$ cat src/rtl/chroma_sumsq_if.sv
// Handshake bundle for chroma_sumsq: (Cb, Cr) input channel and 32-bit sum output channel.
interface chroma_sumsq_if #(
    parameter int unsigned WIDTH = 8
);
    logic             in_valid;
    logic             in_ready;
    logic [WIDTH-1:0] cb;
    logic [WIDTH-1:0] cr;
    logic             out_valid;
    logic             out_ready;
    logic [31:0]      sum;

    // Producer/consumer side (drives pairs, accepts sums)
    modport master (
        output in_valid, cb, cr, out_ready,
        input  in_ready, out_valid, sum
    );

    // Sum-of-squares block side
    modport slave (
        input  in_valid, cb, cr, out_ready,
        output in_ready, out_valid, sum
    );
endinterface

$ cat src/rtl/chroma_sumsq.sv
// chroma_sumsq: serial Cb'^2 + Cr'^2 stage feeding the 32-bit square-root unit.
// Each component magnitude is squared by an LSB-first shift-add multiplier,
// WIDTH cycles per square, and the zero-extended sum is held until taken.
// Build option: define CHROMA_OFFSET_EN for offset-binary inputs centered at
// 2^(WIDTH-1); leave it undefined for two's-complement signed inputs.
module chroma_sumsq #(
    parameter int unsigned WIDTH = 8
) (
    input  logic                 clk,
    input  logic                 reset,
    chroma_sumsq_if.slave        bus,
    output logic                 busy
);
    localparam int unsigned PW = 2 * WIDTH;
    localparam int unsigned CW = (WIDTH > 1) ? $clog2(WIDTH) : 1;

    typedef enum logic [1:0] {
        IDLE = 2'd0,
        SQ_B = 2'd1,
        SQ_R = 2'd2,
        DONE = 2'd3
    } state_t;

    state_t          state, state_d;
    logic [CW-1:0]   bit_cnt, bit_cnt_d;
    logic [PW-1:0]   mcand, mcand_d;
    logic [WIDTH-1:0] mplier, mplier_d;
    logic [PW-1:0]   prod, prod_d;
    logic [WIDTH-1:0] mag_r, mag_r_d;
    logic [PW-1:0]   acc, acc_d;
    logic [31:0]     sum_q, sum_d;
    logic            in_ready_q, in_ready_d;
    logic            out_valid_q, out_valid_d;
    logic            busy_q, busy_d;

    logic [WIDTH-1:0] d_b_c, d_r_c;
    logic [WIDTH-1:0] mag_b_c, mag_r_c;
    logic [PW-1:0]    prod_step_c;
    logic             last_bit_c;

    // Signed difference from the raw sample; offset-binary removal is an MSB flip
`ifdef CHROMA_OFFSET_EN
    assign d_b_c = {~bus.cb[WIDTH-1], bus.cb[WIDTH-2:0]};
    assign d_r_c = {~bus.cr[WIDTH-1], bus.cr[WIDTH-2:0]};
`else
    assign d_b_c = bus.cb;
    assign d_r_c = bus.cr;
`endif

    // WIDTH-bit unsigned magnitude; -2^(WIDTH-1) maps exactly to 2^(WIDTH-1)
    assign mag_b_c = d_b_c[WIDTH-1] ? WIDTH'(~d_b_c + WIDTH'(1)) : d_b_c;
    assign mag_r_c = d_r_c[WIDTH-1] ? WIDTH'(~d_r_c + WIDTH'(1)) : d_r_c;

    // One shift-add step of the serial multiplier
    assign prod_step_c = mplier[0] ? PW'(prod + mcand) : prod;
    assign last_bit_c  = (bit_cnt == CW'(WIDTH - 1));

    // Next-state, datapath and registered-output decode
    always_comb begin
        state_d     = state;
        bit_cnt_d   = bit_cnt;
        mcand_d     = mcand;
        mplier_d    = mplier;
        prod_d      = prod;
        mag_r_d     = mag_r;
        acc_d       = acc;
        sum_d       = sum_q;

        case (state)
            IDLE: begin
                if (bus.in_valid && in_ready_q) begin
                    mcand_d   = PW'(mag_b_c);
                    mplier_d  = mag_b_c;
                    prod_d    = '0;
                    mag_r_d   = mag_r_c;
                    bit_cnt_d = '0;
                    state_d   = SQ_B;
                end
            end
            SQ_B: begin
                prod_d    = prod_step_c;
                mcand_d   = mcand << 1;
                mplier_d  = mplier >> 1;
                bit_cnt_d = bit_cnt + CW'(1);
                if (last_bit_c) begin
                    acc_d     = PW'(acc + prod_step_c);
                    mcand_d   = PW'(mag_r);
                    mplier_d  = mag_r;
                    prod_d    = '0;
                    bit_cnt_d = '0;
                    state_d   = SQ_R;
                end
            end
            SQ_R: begin
                prod_d    = prod_step_c;
                mcand_d   = mcand << 1;
                mplier_d  = mplier >> 1;
                bit_cnt_d = bit_cnt + CW'(1);
                if (last_bit_c) begin
                    acc_d     = PW'(acc + prod_step_c);
                    sum_d     = 32'(PW'(acc + prod_step_c));
                    bit_cnt_d = '0;
                    state_d   = DONE;
                end
            end
            DONE: begin
                if (bus.out_ready) begin
                    acc_d   = '0;
                    state_d = IDLE;
                end
            end
            default: state_d = IDLE;
        endcase

        in_ready_d  = (state_d == IDLE);
        out_valid_d = (state_d == DONE);
        busy_d      = (state_d != IDLE);
    end

    // State and datapath registers; reset aborts any operation in flight
    always_ff @(posedge clk or negedge reset) begin
        if (!reset) begin
            state       <= IDLE;
            bit_cnt     <= '0;
            mcand       <= '0;
            mplier      <= '0;
            prod        <= '0;
            mag_r       <= '0;
            acc         <= '0;
            sum_q       <= '0;
            in_ready_q  <= 1'b0;
            out_valid_q <= 1'b0;
            busy_q      <= 1'b0;
        end else begin
            state       <= state_d;
            bit_cnt     <= bit_cnt_d;
            mcand       <= mcand_d;
            mplier      <= mplier_d;
            prod        <= prod_d;
            mag_r       <= mag_r_d;
            acc         <= acc_d;
            sum_q       <= sum_d;
            in_ready_q  <= in_ready_d;
            out_valid_q <= out_valid_d;
            busy_q      <= busy_d;
        end
    end

    assign bus.in_ready  = in_ready_q;
    assign bus.out_valid = out_valid_q;
    assign bus.sum       = sum_q;
    assign busy          = busy_q;

endmodule

$ cat src/flat_wrapper.sv
// flat-port wrapper written by rule: the top's interface ports become plain ports
module chroma_sumsq_flat 
#(
    parameter int unsigned WIDTH = 8
)
  (clk, reset, busy, bus_in_valid, bus_cb, bus_cr, bus_out_ready, bus_in_ready, bus_out_valid, bus_sum);
  chroma_sumsq_if #(.WIDTH(WIDTH)) bus_i ();
  input  logic clk;
  input  logic reset;
  output logic busy;
  input wire logic [$bits(bus_i.in_valid)-1:0] bus_in_valid;
  input wire logic [$bits(bus_i.cb)-1:0] bus_cb;
  input wire logic [$bits(bus_i.cr)-1:0] bus_cr;
  input wire logic [$bits(bus_i.out_ready)-1:0] bus_out_ready;
  output wire logic [$bits(bus_i.in_ready)-1:0] bus_in_ready;
  output wire logic [$bits(bus_i.out_valid)-1:0] bus_out_valid;
  output wire logic [$bits(bus_i.sum)-1:0] bus_sum;
  assign bus_i.in_valid = bus_in_valid;
  assign bus_i.cb = bus_cb;
  assign bus_i.cr = bus_cr;
  assign bus_i.out_ready = bus_out_ready;
  assign bus_in_ready = bus_i.in_ready;
  assign bus_out_valid = bus_i.out_valid;
  assign bus_sum = bus_i.sum;
  chroma_sumsq #(.WIDTH(WIDTH)) u_core (.clk(clk), .reset(reset), .bus(bus_i), .busy(busy));
endmodule
$ cat config.mk
export PLATFORM = sky130hd
export DESIGN_NAME = chroma_sumsq_flat
export DESIGN_NICKNAME = d
export VERILOG_FILES = /design/src/rtl/chroma_sumsq_if.sv /design/src/rtl/chroma_sumsq.sv /design/src/flat_wrapper.sv
export SDC_FILE = /design/constraint.sdc
export NUM_CORES = 1
export LEC_CHECK = 0
export CAP_MARGIN = 20
export CORE_MARGIN = 2
export CORE_UTILIZATION = 58
export CTS_CLUSTER_DIAMETER = 40
export DETAILED_ROUTE_END_ITERATION = 10
export GPL_ROUTABILITY_DRIVEN = 0
export PLACE_DENSITY = 0.93
export SYNTH_ARGS = -nofsm -noshare
export SYNTH_HDL_FRONTEND = slang
export SYNTH_SLANG_ARGS = --single-unit
$ cat constraint.sdc
create_clock -name clk -period 4.4 [get_ports clk]
set_clock_uncertainty 0.2 [all_clocks]
set_input_delay 1.32 -clock clk [delete_from_list [all_inputs] [get_ports clk]]
set_output_delay 1.32 -clock clk [all_outputs]
set_load 0.1 [all_outputs]
==> metrics.md, run 1 <==
| Metric | Value |
|---|---|
| Critical path cell sequence | ha_2, inv_1, fa_2, nor2b_1, o21ai_1, a21boi_2, o21ai_2, a21boi_2, o21a_1, or3_1, a31o_2, ha_4, inv_1, a211oi_1, o31ai_2, a21boi_1, or3_1, a32o_1 |
| Initial core utilization | 60.2% |
| Crit. End Element | flip-flop |
| Post-route minimum period | 4.22 ns |
| Initial antenna violation count | 0 |
| Pre-CTS setup slack | 0.161 ns |
| Worst slew pin tran | 0.984 ns |
| Final setup viols | 0 |
| Synth warn | 0 |
| FP Rows | 35 |
| Status | complete, no violations |
| Area share of the leading cell type in the synthesized netlist | 39.4% |
| Synth cell count leaders | dfrtp_1, nand2_1, ha_1, o21ai_0, a22o_1 |
| TritonCTS Buffers | 9 |
| Chip height | 102 microns |
| Async SR Flop Fraction | 100% |
| Req. time, crit path | 4.46 ns |
| Share of cells above drive strength 1 | 12.0% |
| Synthesized area | 5590 sq um |
| Total GRT Usage | 26.3% |
| Count leader, synth | dfrtp_1 |
| Dpl hpwl | 9.49 mm |
| Area contributors post-synth | dfrtp_1, ha_1, a22o_1, mux2_2, nand2_1 |
| Clock Sinks | 88 |
| Buf/Inv on CP | 2 |
| First-pass GRT wire length | 21.7 mm |
| Fill cells | 691 |
| Crit path arrival time | 4.28 ns |
| MaxCap Viol Count | 0 |
| Final Hold Fails | 0 |
| Diodes inserted | 0 |
| Area taken by multi-input logic gates | 3150 sq um |
| Wire length per cell | 17.5 microns |
| FF+latch count, synth | 88 |
| I/O pins | 55 |
| PnR worst setup slack | 0.175 ns |
| Synth Area per Inst | 9.65 sq um |
| Critical path peak fanout | 4 |
| Max stage delay on crit path | 0.42 ns |
| Crit path kind | flip-flop to flip-flop |
| Post-route ant nets | 0 |
| CTS tree | built |
| Post-synthesis sequential area ratio | 39.4% |
| Clock Tree Buf Depth | 2 |
| CTS H-tree depth | 3 |
| Vias in the first global route | 4718 |
| Gate count of the mapped netlist | 579 |
| Max-slew violations | 0 |
| Port bufs | 38 |
| Yosys cell types | 61 |
| Area leader, netlist | dfrtp_1 |
| Drt first pass iters | 5 |
| EDFF count, synth | 0 |
| Tcrit/Tclk final | 96.0% |
| DIE AREA | 10400 sq um |
| Routed WL | 13.1 mm |
| CP max-delay cell | dfrtp_1 |
| # nets final | 681 |
| Die Wd | 102 microns |
| Clock transition at path regs | 0.09 ns |
| Reg area | 2200 sq um |
| Largest net degree at the start of global routing | 49 |
| Clk root buf | clkbuf_8 |
| Slew Limit Headroom | 34.2% |
| Startpoint types | flip-flop |
| Drt drc | 0 |
| Core area | 9280 sq um |
| Fmax achieved | 237 MHz |
| Top FF cell, synth | dfrtp_1 |
| Iter 0 DRT Violations | 299 |
| Worst min path class | flip-flop to flip-flop |
| Area Growth Syn to Fin | 13.0% |
| Overflow after GRT | 0 |
| Via density | 6.22 |
| Worst-Skew Late Latency | 0.36 ns |
| DR vias | 4681 |
| Cell family with most CP delay | compound AO/OA/AOI/OAI gates |
==> cells by family (layout without fill, tap and decap cells) <==
| kind of cell | after synthesis | after routing | synth area share [%] |
|---|---|---|---|
| compound gates | 184 | 184 | 23.7 |
| xor+xnor | 30 | 30 | 4.97 |
| simple gates | 138 | 138 | 11.2 |
| other cells | 1 | 16 | 0.0671 |
| fa+ha+maj | 43 | 43 | 9.90 |
| mux | 24 | 24 | 4.88 |
| buf+inv | 71 | 100 | 5.85 |
| flops | 88 | 88 | 39.4 |
==> registers in the layout (all words and copies together) (netlist names) <==
signal	count
u_core.state	2
u_core.prod	16
u_core.acc	16
u_core.bit_cnt	3
u_core.bus.in_ready	1
u_core.mag_r	8
u_core.mcand	16
u_core.mplier	8
u_core.bus.out_valid	1
u_core.busy	1
u_core.bus.sum	16
==> final timing paths <==
check | cells past startpoint | startpoint | to | slack [ns]
max | 18 | u_core.prod[0] | u_core.acc[12] | 0.18
min | 2 | u_core.bus.sum[7] | u_core.bus.sum[7] | 0.29
max reg2reg | 18 | u_core.prod[0] | u_core.acc[12] | 0.18
min reg2reg | 2 | u_core.bus.sum[7] | u_core.bus.sum[7] | 0.29
max in group asynchronous | 2 | reset | u_core.acc[3] | 2.48
min in group asynchronous | 1 | reset | u_core.acc[13] | 0.76
==> area by class of cell <==
cell class / instances / share of cell area [%]
multi-input cells: 435 / 49.9
clock inverters: 6 / 1.07
inverters: 34 / 2.02
clock buffers: 10 / 2.18
repair buffers: 50 / 7.41
well taps: 129 / 2.56
flip-flops and latches: 88 / 34.9
==> cells in the final DEF (no fill, tap or decap), types with 3 or more instances in the layout <==
master,instances
a21o_1,7
a21oi_1,27
a221oi_1,4
a22o_1,39
a22oi_1,5
and2_1,3
and3_1,3
buf_4,13
clkbuf_8,10
clkdlybuf4s50_1,37
conb_1,16
dfrtp_1,88
ha_1,39
inv_1,34
mux2_2,22
nand2_1,60
nand2b_1,5
nand3_1,12
nand4_1,4
nor2_1,28
nor2b_1,7
nor3_1,6
o21a_1,6
o21ai_0,39
o21ai_1,7
o21ai_2,3
o21bai_1,3
o22ai_1,4
o31ai_1,8
or3_1,7
xnor2_1,22
xor2_1,7
==> through the flow <==
stage | hold WS, ns | instances | instance area [sq um] | util [%] | TNS (ns)
after floorplan | 0.243 | 594 | 5640 | - | 0
after global placement | 0.255 | 733 | 6050 | 65.2 | 0
after detailed placement | 0.270 | 733 | 6050 | 65.2 | 0
after CTS | 0.289 | 749 | 6250 | 67.4 | 0
after global routing | 0.324 | 752 | 6310 | 68.0 | -0.00685
final | 0.285 | 752 | 6310 | 68.0 | 0
==> worst register-to-register path: cells and delay by family, from the launching register on <==
| family | cells | cell delay [ns] |
|---|---|---|
| AOI/OAI and AO/OA | 10 | 1.96 |
| and+or+nand+nor | 3 | 0.73 |
| adders and majority gates | 3 | 0.66 |
| DFF | 1 | 0.42 |
| buffers and inverters | 2 | 0.15 |
==> per-layer routing <==
layer / up-vias / share of wire (%) / track usage, %
li1: 2143 / - / -
met3: 39 / 6.1 / 6.09
met4: 0 / 3.2 / 11.5
met5: - / 0 / 0
met2: 187 / 51 / 45.4
met1: 2312 / 40 / 31.4
==> repair_timing <==
item                       4_1_cts  5_1_grt
hold buffers                     0        0
setup endpoints to repair        0        8
resized for setup                0        8
setup buffers                    0        3
Power of run 1 is left out: the tool's default activity adds up to more than one toggle a clock period on the data nets, which glitch-free logic cannot reach.
==> run 2, diff against run 1 <==
--- a/config.mk
+++ b/config.mk
@@ -12,6 +12,7 @@
 export DETAILED_ROUTE_END_ITERATION = 10
 export GPL_ROUTABILITY_DRIVEN = 0
 export PLACE_DENSITY = 0.93
+export SLEW_MARGIN = 5
 export SYNTH_ARGS = -nofsm -noshare
 export SYNTH_HDL_FRONTEND = slang
 export SYNTH_SLANG_ARGS = --single-unit
==> results of run 2 <==
No change in the layout: final DEF, timing and power equal those of run 1.
Power of run 2 is left out for the same reason.
